<file path="src/rtl/rtc_bus_ctrl_if.sv">
`default_nettype none
// +----------------------------------------------------------------------------+
// | Module  : rtc_bus_ctrl_if                                                  |
// | Brief   : Request and pin bundle between the RTC sequencer, the bus        |
// |           controller and the RTC chip pads.                                |
// | Revision: 1.0                                                              |
// +----------------------------------------------------------------------------+
interface rtc_bus_ctrl_if #(
  parameter int DW = 8
);
  logic          iniciar;
  logic          escribe;
  logic [DW-1:0] direccion;
  logic [DW-1:0] dato;
  logic [DW-1:0] data_in;
  logic [DW-1:0] data_out;
  logic          data_oe;
  logic          CS;
  logic          AD;
  logic          RD;
  logic          WR;
  logic [DW-1:0] dato_leido;
  logic          ocupado;
  // Transaction-complete strobe; "final" itself is a reserved word.
  logic          final_pulse;
  logic          error;

  modport master (
    input  iniciar, escribe, direccion, dato, data_in,
    output data_out, data_oe, CS, AD, RD, WR, dato_leido, ocupado, final_pulse, error
  );

  modport slave (
    output iniciar, escribe, direccion, dato, data_in,
    input  data_out, data_oe, CS, AD, RD, WR, dato_leido, ocupado, final_pulse, error
  );
endinterface
`default_nettype wire

</file>
<file path="src/rtl/rtc_bus_ctrl.sv">
`default_nettype none
// +----------------------------------------------------------------------------+
// | Module  : rtc_bus_ctrl                                                     |
// | Brief   : One multiplexed address/data transaction per request with        |
// |           programmable strobe/gap lengths. Optional write readback and     |
// |           compare is enabled by defining RTC_READBACK_EN.                  |
// | Revision: 1.0                                                              |
// +----------------------------------------------------------------------------+
module rtc_bus_ctrl #(
  parameter int DW      = 8,
  parameter int T_PULSE = 4,
  parameter int T_GAP   = 2
) (
  input  wire            clk,
  input  wire            reset,
  rtc_bus_ctrl_if.master bus
);

`ifdef RTC_READBACK_EN
  localparam bit c_READBACK = 1'b1;
`else
  localparam bit c_READBACK = 1'b0;
`endif

  localparam int                 c_CNT_MAX  = (T_PULSE > T_GAP) ? T_PULSE : T_GAP;
  localparam int                 c_CNT_W    = $clog2(c_CNT_MAX + 1);
  localparam logic [c_CNT_W-1:0] c_LD_PULSE = c_CNT_W'(T_PULSE - 1);
  localparam logic [c_CNT_W-1:0] c_LD_GAP   = c_CNT_W'(T_GAP - 1);

  typedef enum logic [2:0] {
    S_IDLE     = 3'd0,
    S_ADDR     = 3'd1,
    S_ADDR_GAP = 3'd2,
    S_DATA     = 3'd3,
    S_DATA_GAP = 3'd4,
    S_DONE     = 3'd5
  } state_t;

  state_t               r_state;
  logic [c_CNT_W-1:0]   r_cnt;
  logic                 r_escribe;
  logic [DW-1:0]        r_dir;
  logic [DW-1:0]        r_dato;
  logic                 r_rb;
  logic                 r_cs;
  logic                 r_ad;
  logic                 r_rd;
  logic                 r_wr;
  logic                 r_oe;
  logic [DW-1:0]        r_dout;
  logic [DW-1:0]        r_leido;
  logic                 r_ocupado;
  logic                 r_final;
  logic                 r_error;

  // The readback pass of a write is carried out as a read.
  logic                 w_wr_now;
  logic                 w_cnt_zero;

  assign w_wr_now   = r_escribe & ~r_rb;
  assign w_cnt_zero = (r_cnt == '0);

  always_ff @(posedge clk or negedge reset) begin
    if (!reset) begin
      r_state   <= S_IDLE;
      r_cnt     <= '0;
      r_escribe <= 1'b0;
      r_dir     <= '0;
      r_dato    <= '0;
      r_rb      <= 1'b0;
      r_cs      <= 1'b1;
      r_ad      <= 1'b1;
      r_rd      <= 1'b1;
      r_wr      <= 1'b1;
      r_oe      <= 1'b0;
      r_dout    <= '0;
      r_leido   <= '0;
      r_ocupado <= 1'b0;
      r_final   <= 1'b0;
      r_error   <= 1'b0;
    end else begin
      r_final <= 1'b0;
      case (r_state)
        S_IDLE: begin
          if (bus.iniciar) begin
            r_state   <= S_ADDR;
            r_cnt     <= c_LD_PULSE;
            r_escribe <= bus.escribe;
            r_dir     <= bus.direccion;
            r_dato    <= bus.dato;
            r_rb      <= 1'b0;
            r_error   <= 1'b0;
            r_cs      <= 1'b0;
            r_ad      <= 1'b0;
            r_wr      <= 1'b0;
            r_dout    <= bus.direccion;
            r_oe      <= 1'b1;
            r_ocupado <= 1'b1;
          end
        end

        S_ADDR: begin
          if (!w_cnt_zero) begin
            r_cnt <= r_cnt - 1'b1;
          end else begin
            r_state <= S_ADDR_GAP;
            r_cnt   <= c_LD_GAP;
            r_ad    <= 1'b1;
            r_wr    <= 1'b1;
            r_oe    <= 1'b0;
          end
        end

        S_ADDR_GAP: begin
          if (!w_cnt_zero) begin
            r_cnt <= r_cnt - 1'b1;
          end else begin
            r_state <= S_DATA;
            r_cnt   <= c_LD_PULSE;
            if (w_wr_now) begin
              r_wr   <= 1'b0;
              r_dout <= r_dato;
              r_oe   <= 1'b1;
            end else begin
              r_rd <= 1'b0;
            end
          end
        end

        S_DATA: begin
          if (!w_cnt_zero) begin
            r_cnt <= r_cnt - 1'b1;
          end else begin
            r_state <= S_DATA_GAP;
            r_cnt   <= c_LD_GAP;
            r_wr    <= 1'b1;
            r_rd    <= 1'b1;
            r_oe    <= 1'b0;
            // Capture on the edge that closes the last RD-low cycle.
            if (!w_wr_now) begin
              r_leido <= bus.data_in;
            end
          end
        end

        S_DATA_GAP: begin
          if (!w_cnt_zero) begin
            r_cnt <= r_cnt - 1'b1;
          end else if (c_READBACK && r_escribe && !r_rb) begin
            r_state <= S_ADDR;
            r_rb    <= 1'b1;
            r_cnt   <= c_LD_PULSE;
            r_ad    <= 1'b0;
            r_wr    <= 1'b0;
            r_dout  <= r_dir;
            r_oe    <= 1'b1;
          end else begin
            r_state <= S_DONE;
            r_cs    <= 1'b1;
            r_final <= 1'b1;
            if (r_rb) begin
              r_error <= (r_leido != r_dato);
            end
          end
        end

        S_DONE: begin
          r_state   <= S_IDLE;
          r_ocupado <= 1'b0;
        end

        default: begin
          r_state   <= S_IDLE;
          r_cs      <= 1'b1;
          r_ad      <= 1'b1;
          r_rd      <= 1'b1;
          r_wr      <= 1'b1;
          r_oe      <= 1'b0;
          r_ocupado <= 1'b0;
        end
      endcase
    end
  end

  assign bus.data_out    = r_dout;
  assign bus.data_oe     = r_oe;
  assign bus.CS          = r_cs;
  assign bus.AD          = r_ad;
  assign bus.RD          = r_rd;
  assign bus.WR          = r_wr;
  assign bus.dato_leido  = r_leido;
  assign bus.ocupado     = r_ocupado;
  assign bus.final_pulse = r_final;
  assign bus.error       = r_error;

endmodule
`default_nettype wire

</file>
<file path="src/flat_wrapper.sv">
// flat-port wrapper written by rule: the top's interface ports become plain ports
module rtc_bus_ctrl_flat 
#(
  parameter int DW      = 8,
  parameter int T_PULSE = 4,
  parameter int T_GAP   = 2
)
  (clk, reset, bus_iniciar, bus_escribe, bus_direccion, bus_dato, bus_data_in, bus_data_out, bus_data_oe, bus_CS, bus_AD, bus_RD, bus_WR, bus_dato_leido, bus_ocupado, bus_final_pulse, bus_error);
  rtc_bus_ctrl_if #(.DW(DW)) bus_i ();
  input  wire clk;
  input  wire reset;
  input wire logic [$bits(bus_i.iniciar)-1:0] bus_iniciar;
  input wire logic [$bits(bus_i.escribe)-1:0] bus_escribe;
  input wire logic [$bits(bus_i.direccion)-1:0] bus_direccion;
  input wire logic [$bits(bus_i.dato)-1:0] bus_dato;
  input wire logic [$bits(bus_i.data_in)-1:0] bus_data_in;
  output wire logic [$bits(bus_i.data_out)-1:0] bus_data_out;
  output wire logic [$bits(bus_i.data_oe)-1:0] bus_data_oe;
  output wire logic [$bits(bus_i.CS)-1:0] bus_CS;
  output wire logic [$bits(bus_i.AD)-1:0] bus_AD;
  output wire logic [$bits(bus_i.RD)-1:0] bus_RD;
  output wire logic [$bits(bus_i.WR)-1:0] bus_WR;
  output wire logic [$bits(bus_i.dato_leido)-1:0] bus_dato_leido;
  output wire logic [$bits(bus_i.ocupado)-1:0] bus_ocupado;
  output wire logic [$bits(bus_i.final_pulse)-1:0] bus_final_pulse;
  output wire logic [$bits(bus_i.error)-1:0] bus_error;
  assign bus_i.iniciar = bus_iniciar;
  assign bus_i.escribe = bus_escribe;
  assign bus_i.direccion = bus_direccion;
  assign bus_i.dato = bus_dato;
  assign bus_i.data_in = bus_data_in;
  assign bus_data_out = bus_i.data_out;
  assign bus_data_oe = bus_i.data_oe;
  assign bus_CS = bus_i.CS;
  assign bus_AD = bus_i.AD;
  assign bus_RD = bus_i.RD;
  assign bus_WR = bus_i.WR;
  assign bus_dato_leido = bus_i.dato_leido;
  assign bus_ocupado = bus_i.ocupado;
  assign bus_final_pulse = bus_i.final_pulse;
  assign bus_error = bus_i.error;
  rtc_bus_ctrl #(.DW(DW), .T_PULSE(T_PULSE), .T_GAP(T_GAP)) u_core (.clk(clk), .reset(reset), .bus(bus_i));
endmodule
</file>
<file path="config.mk">
export PLATFORM = sky130hd
export DESIGN_NAME = rtc_bus_ctrl_flat
export DESIGN_NICKNAME = d
export VERILOG_FILES = /design/src/rtl/rtc_bus_ctrl_if.sv /design/src/rtl/rtc_bus_ctrl.sv /design/src/flat_wrapper.sv
export SDC_FILE = /design/constraint.sdc
export NUM_CORES = 1
export LEC_CHECK = 0
export BUFFER_PORTS_ARGS = -buffer_cell sky130_fd_sc_hd__buf_2
export CORE_ASPECT_RATIO = 2
export CORE_UTILIZATION = 54
export CTS_BUF_LIST = sky130_fd_sc_hd__clkbuf_4
export DETAILED_ROUTE_END_ITERATION = 10
export PLACE_DENSITY = 0.82
export SYNTH_ARGS = -nofsm -noshare
export SYNTH_HDL_FRONTEND = slang
export SYNTH_SLANG_ARGS = --single-unit
</file>
<file path="constraint.sdc">
create_clock -name clk -period 1.7 [get_ports clk]
set_input_delay 0.51 -clock clk [delete_from_list [all_inputs] [get_ports clk]]
set_output_delay 0.51 -clock clk [all_outputs]
set_load 0.1 [all_outputs]
</file>
==> summary.txt <==
Status
  • Outcome: finished with violations
  • Violated checks: DRC

CTS
  • Clock slew at reported path FFs: 0.11 ns
  • Sink Count: 38
  • CTS max path bufs: 2
  • Root Buffer: clkbuf_4
  • Cts bufs inserted: 5
  • Setup Buffers After CTS: 0
  • H-tree depth: 2
  • TritonCTS clock tree: done
  • CTS hold repair buffers: 0
  • Worst-Skew Late Latency: 0.34 ns

Detailed routing
  • Post-DR wirelength/cell: around 15 um
  • DRT Pass-1 Iters: 7
  • Vias: about 1400
  • DRC viols: 4
  • Starting DRC count in detailed routing: 30
  • Final WL: 3799 um
  • Final ANT Viol Nets: 0
  • Average vias per placed instance: 5.586

Synth
  • Synth area leader: dfrtp_1
  • Number of synthesized register bits: 38
  • Ys async rst share: between 90% and 100%
  • Synth Instances: ~160
  • Count leader, synth: dfrtp_1
  • Most frequent cells after synthesis: 34 x dfrtp_1, 15 x nor2_1, 10 x mux2_1
  • Synth top area share: 45.27%
  • Mapped Nets: 189
  • Ranking of synthesized cells by area: dfrtp_1 45%, mux2_1 6.0%, dfstp_2 5.6%, mux2i_1 4.3%, mux2_2 4.2%
  • Post-synth EDFFs: 0
  • Seq/Total Area, Yosys: between 50% and 60%
  • Syn Area/Cell: 11.89 um^2
  • Mapped Area: around 1900 um^2
  • Top FF cell, synth: dfrtp_1
  • Distinct cell type count after synthesis: 50
  • Ys Warns: 0

Critical path
  • Crit. End Element: output pin
  • CP cell instances: buf_2
  • Kind of cell adding the most delay to the critical path: buffers and inverters
  • Worst path bufs/invs: 1
  • R2r startpoint: u_core.r_cnt[0]
  • Arr. time, crit path: 1.15 ns
  • Req. time, crit path: between 1 and 1.5 ns
  • FF-to-FF path depth: 6
  • Crit path max fanout: 2
  • CP Launch Type: register
  • RR Endpoint: u_core.bus.data_oe
  • CP max stage delay: 0.43 ns
  • Critical path type: register to output pin
  • Worst setup path start: u_core.bus.data_out[7]
  • CP max stage cell: buf_2
  • R2R Setup Slk: roughly 0.090 ns

Run
  • MaxCap Viol Count: 0

STA
  • FMAX: about 600 MHz
  • Period utilisation layout: 97.93%
  • Tmin final: around 1.7 ns
  • Final worst slack: between 0.03 and 0.04 ns
  • Final Skew: approximately 0.0056 ns
  • RSZ-0062 raised after global routing: no
  • Endpoints failing hold: 0
  • WHS: ~0.19 ns
  • Setup violators final: 0
  • Max-slew violation count: 0
  • Setup TNS: 0 ns

Die
  • Die width: 43.72 um
  • Core Footprint: 3341 um^2
  • Die Area: around 3700 um^2
  • Starting Density: a little under three fifths
  • Site Rows: 30
  • I/O pin count: 52
  • Chip height: between 80 and 90 um

Final layout
  • Area grow syn2layout: 23.24%
  • Final non-filler cell area: roughly 2300 um^2
  • Fillers: around 260
  • Diodes inserted: 0
  • Final net count: 247
  • Layout cell share with drive strength beyond 1: 45.16%

Global route
  • Gr usage total: roughly 23%
  • Global-route wire length before repair: around 6400 um
  • Initial antenna violation count: 0
  • Vias in the first global route: 1523
  • Largest net degree at the start of global routing: 39
  • Gr ovfl total: 0

Placed design
  • RD Place Congestion: about 0.76
  • Post-DP Area: 2236 um^2
  • I/O Buffers: 50
  • Dpl hpwl: a little under 3000 um
  • Pre-CTS setup slack: -0.03521 ns

Hold path
  • HP Class: input port to asynchronous set/reset pin
## cell usage in the layout, fill, tap and decap left out, drive strengths merged, types with 3 or more instances in the layout
cell	synthesis	final
nand3	3	3
mux2i	8	8
inv	4	4
o21ai	5	5
nor3	4	4
mux2	17	17
nand2	8	8
clkbuf	0	7
a21oi	13	13
nor2	20	20
dfstp	4	4
ha	3	3
buf	7	58
dfrtp	34	34
## layout make-up
class	instances	area (um^2)	share of cell area, %
clock buffers	7	52.55	2.269
clock inverters	1	3.754	0.1621
inverters	4	17.52	0.7563
multi-input cells	109	875.8	37.82
flip-flops and latches	38	955.9	41.28
well taps	32	40.04	1.729
repair buffers	58	370.4	15.99
## registers in the layout (all words and copies together) (netlist names), 3 cells and up
signal / count
u_core.bus.data_out: 8
u_core.r_state: 3
u_core.r_dato: 8
u_core.bus.dato_leido: 8
u_core.r_cnt: 3
## cells by family after synthesis
kind of cell	share of synthesized area, %
AND/OR/NAND/NOR	16.05
adder cells (fa/ha/maj)	1.998
buffers and inverters	3.794
multiplexers	14.45
other	0.1995
flip-flops	50.87
XOR/XNOR	0.9323
AO/OA/AOI/OAI	11.72
## repair_timing
action | 4_1_cts | 5_1_grt
endpoints found under the setup margin | 7 | 17
pin swaps | 0 | 1
resized for setup | 1 | 5
## per-stage QoR
step,std cells,util (%)
after floorplan,158,-
after global placement,241,66.93
after detailed placement,241,66.93
after CTS,249,68.88
after global routing,249,69.33
final,249,69.33
## worst max path at each step
stage                                    end  depth (start not counted)
floorplan           u_core.bus.dato_leido[0]                          6
global placement      u_core.bus.data_out[1]                          6
detailed placement    u_core.bus.data_out[7]                          6
CTS                          bus_data_out[7]                          1
global route              u_core.bus.data_oe                          6
finish                       bus_data_out[7]                          1
## per-layer routing
metal  vias up  part of all wire [%]  GRT usage (%)
li1        668                     -              -
met1       662                    34          21.62
met5         -                     0              0
met2        55                    59          44.78
met3         6                   4.9          4.681
met4         0                   1.8          9.091
Power is not shown: default switching activity piles up to over one toggle a cycle in this logic, so the estimate is an artifact.
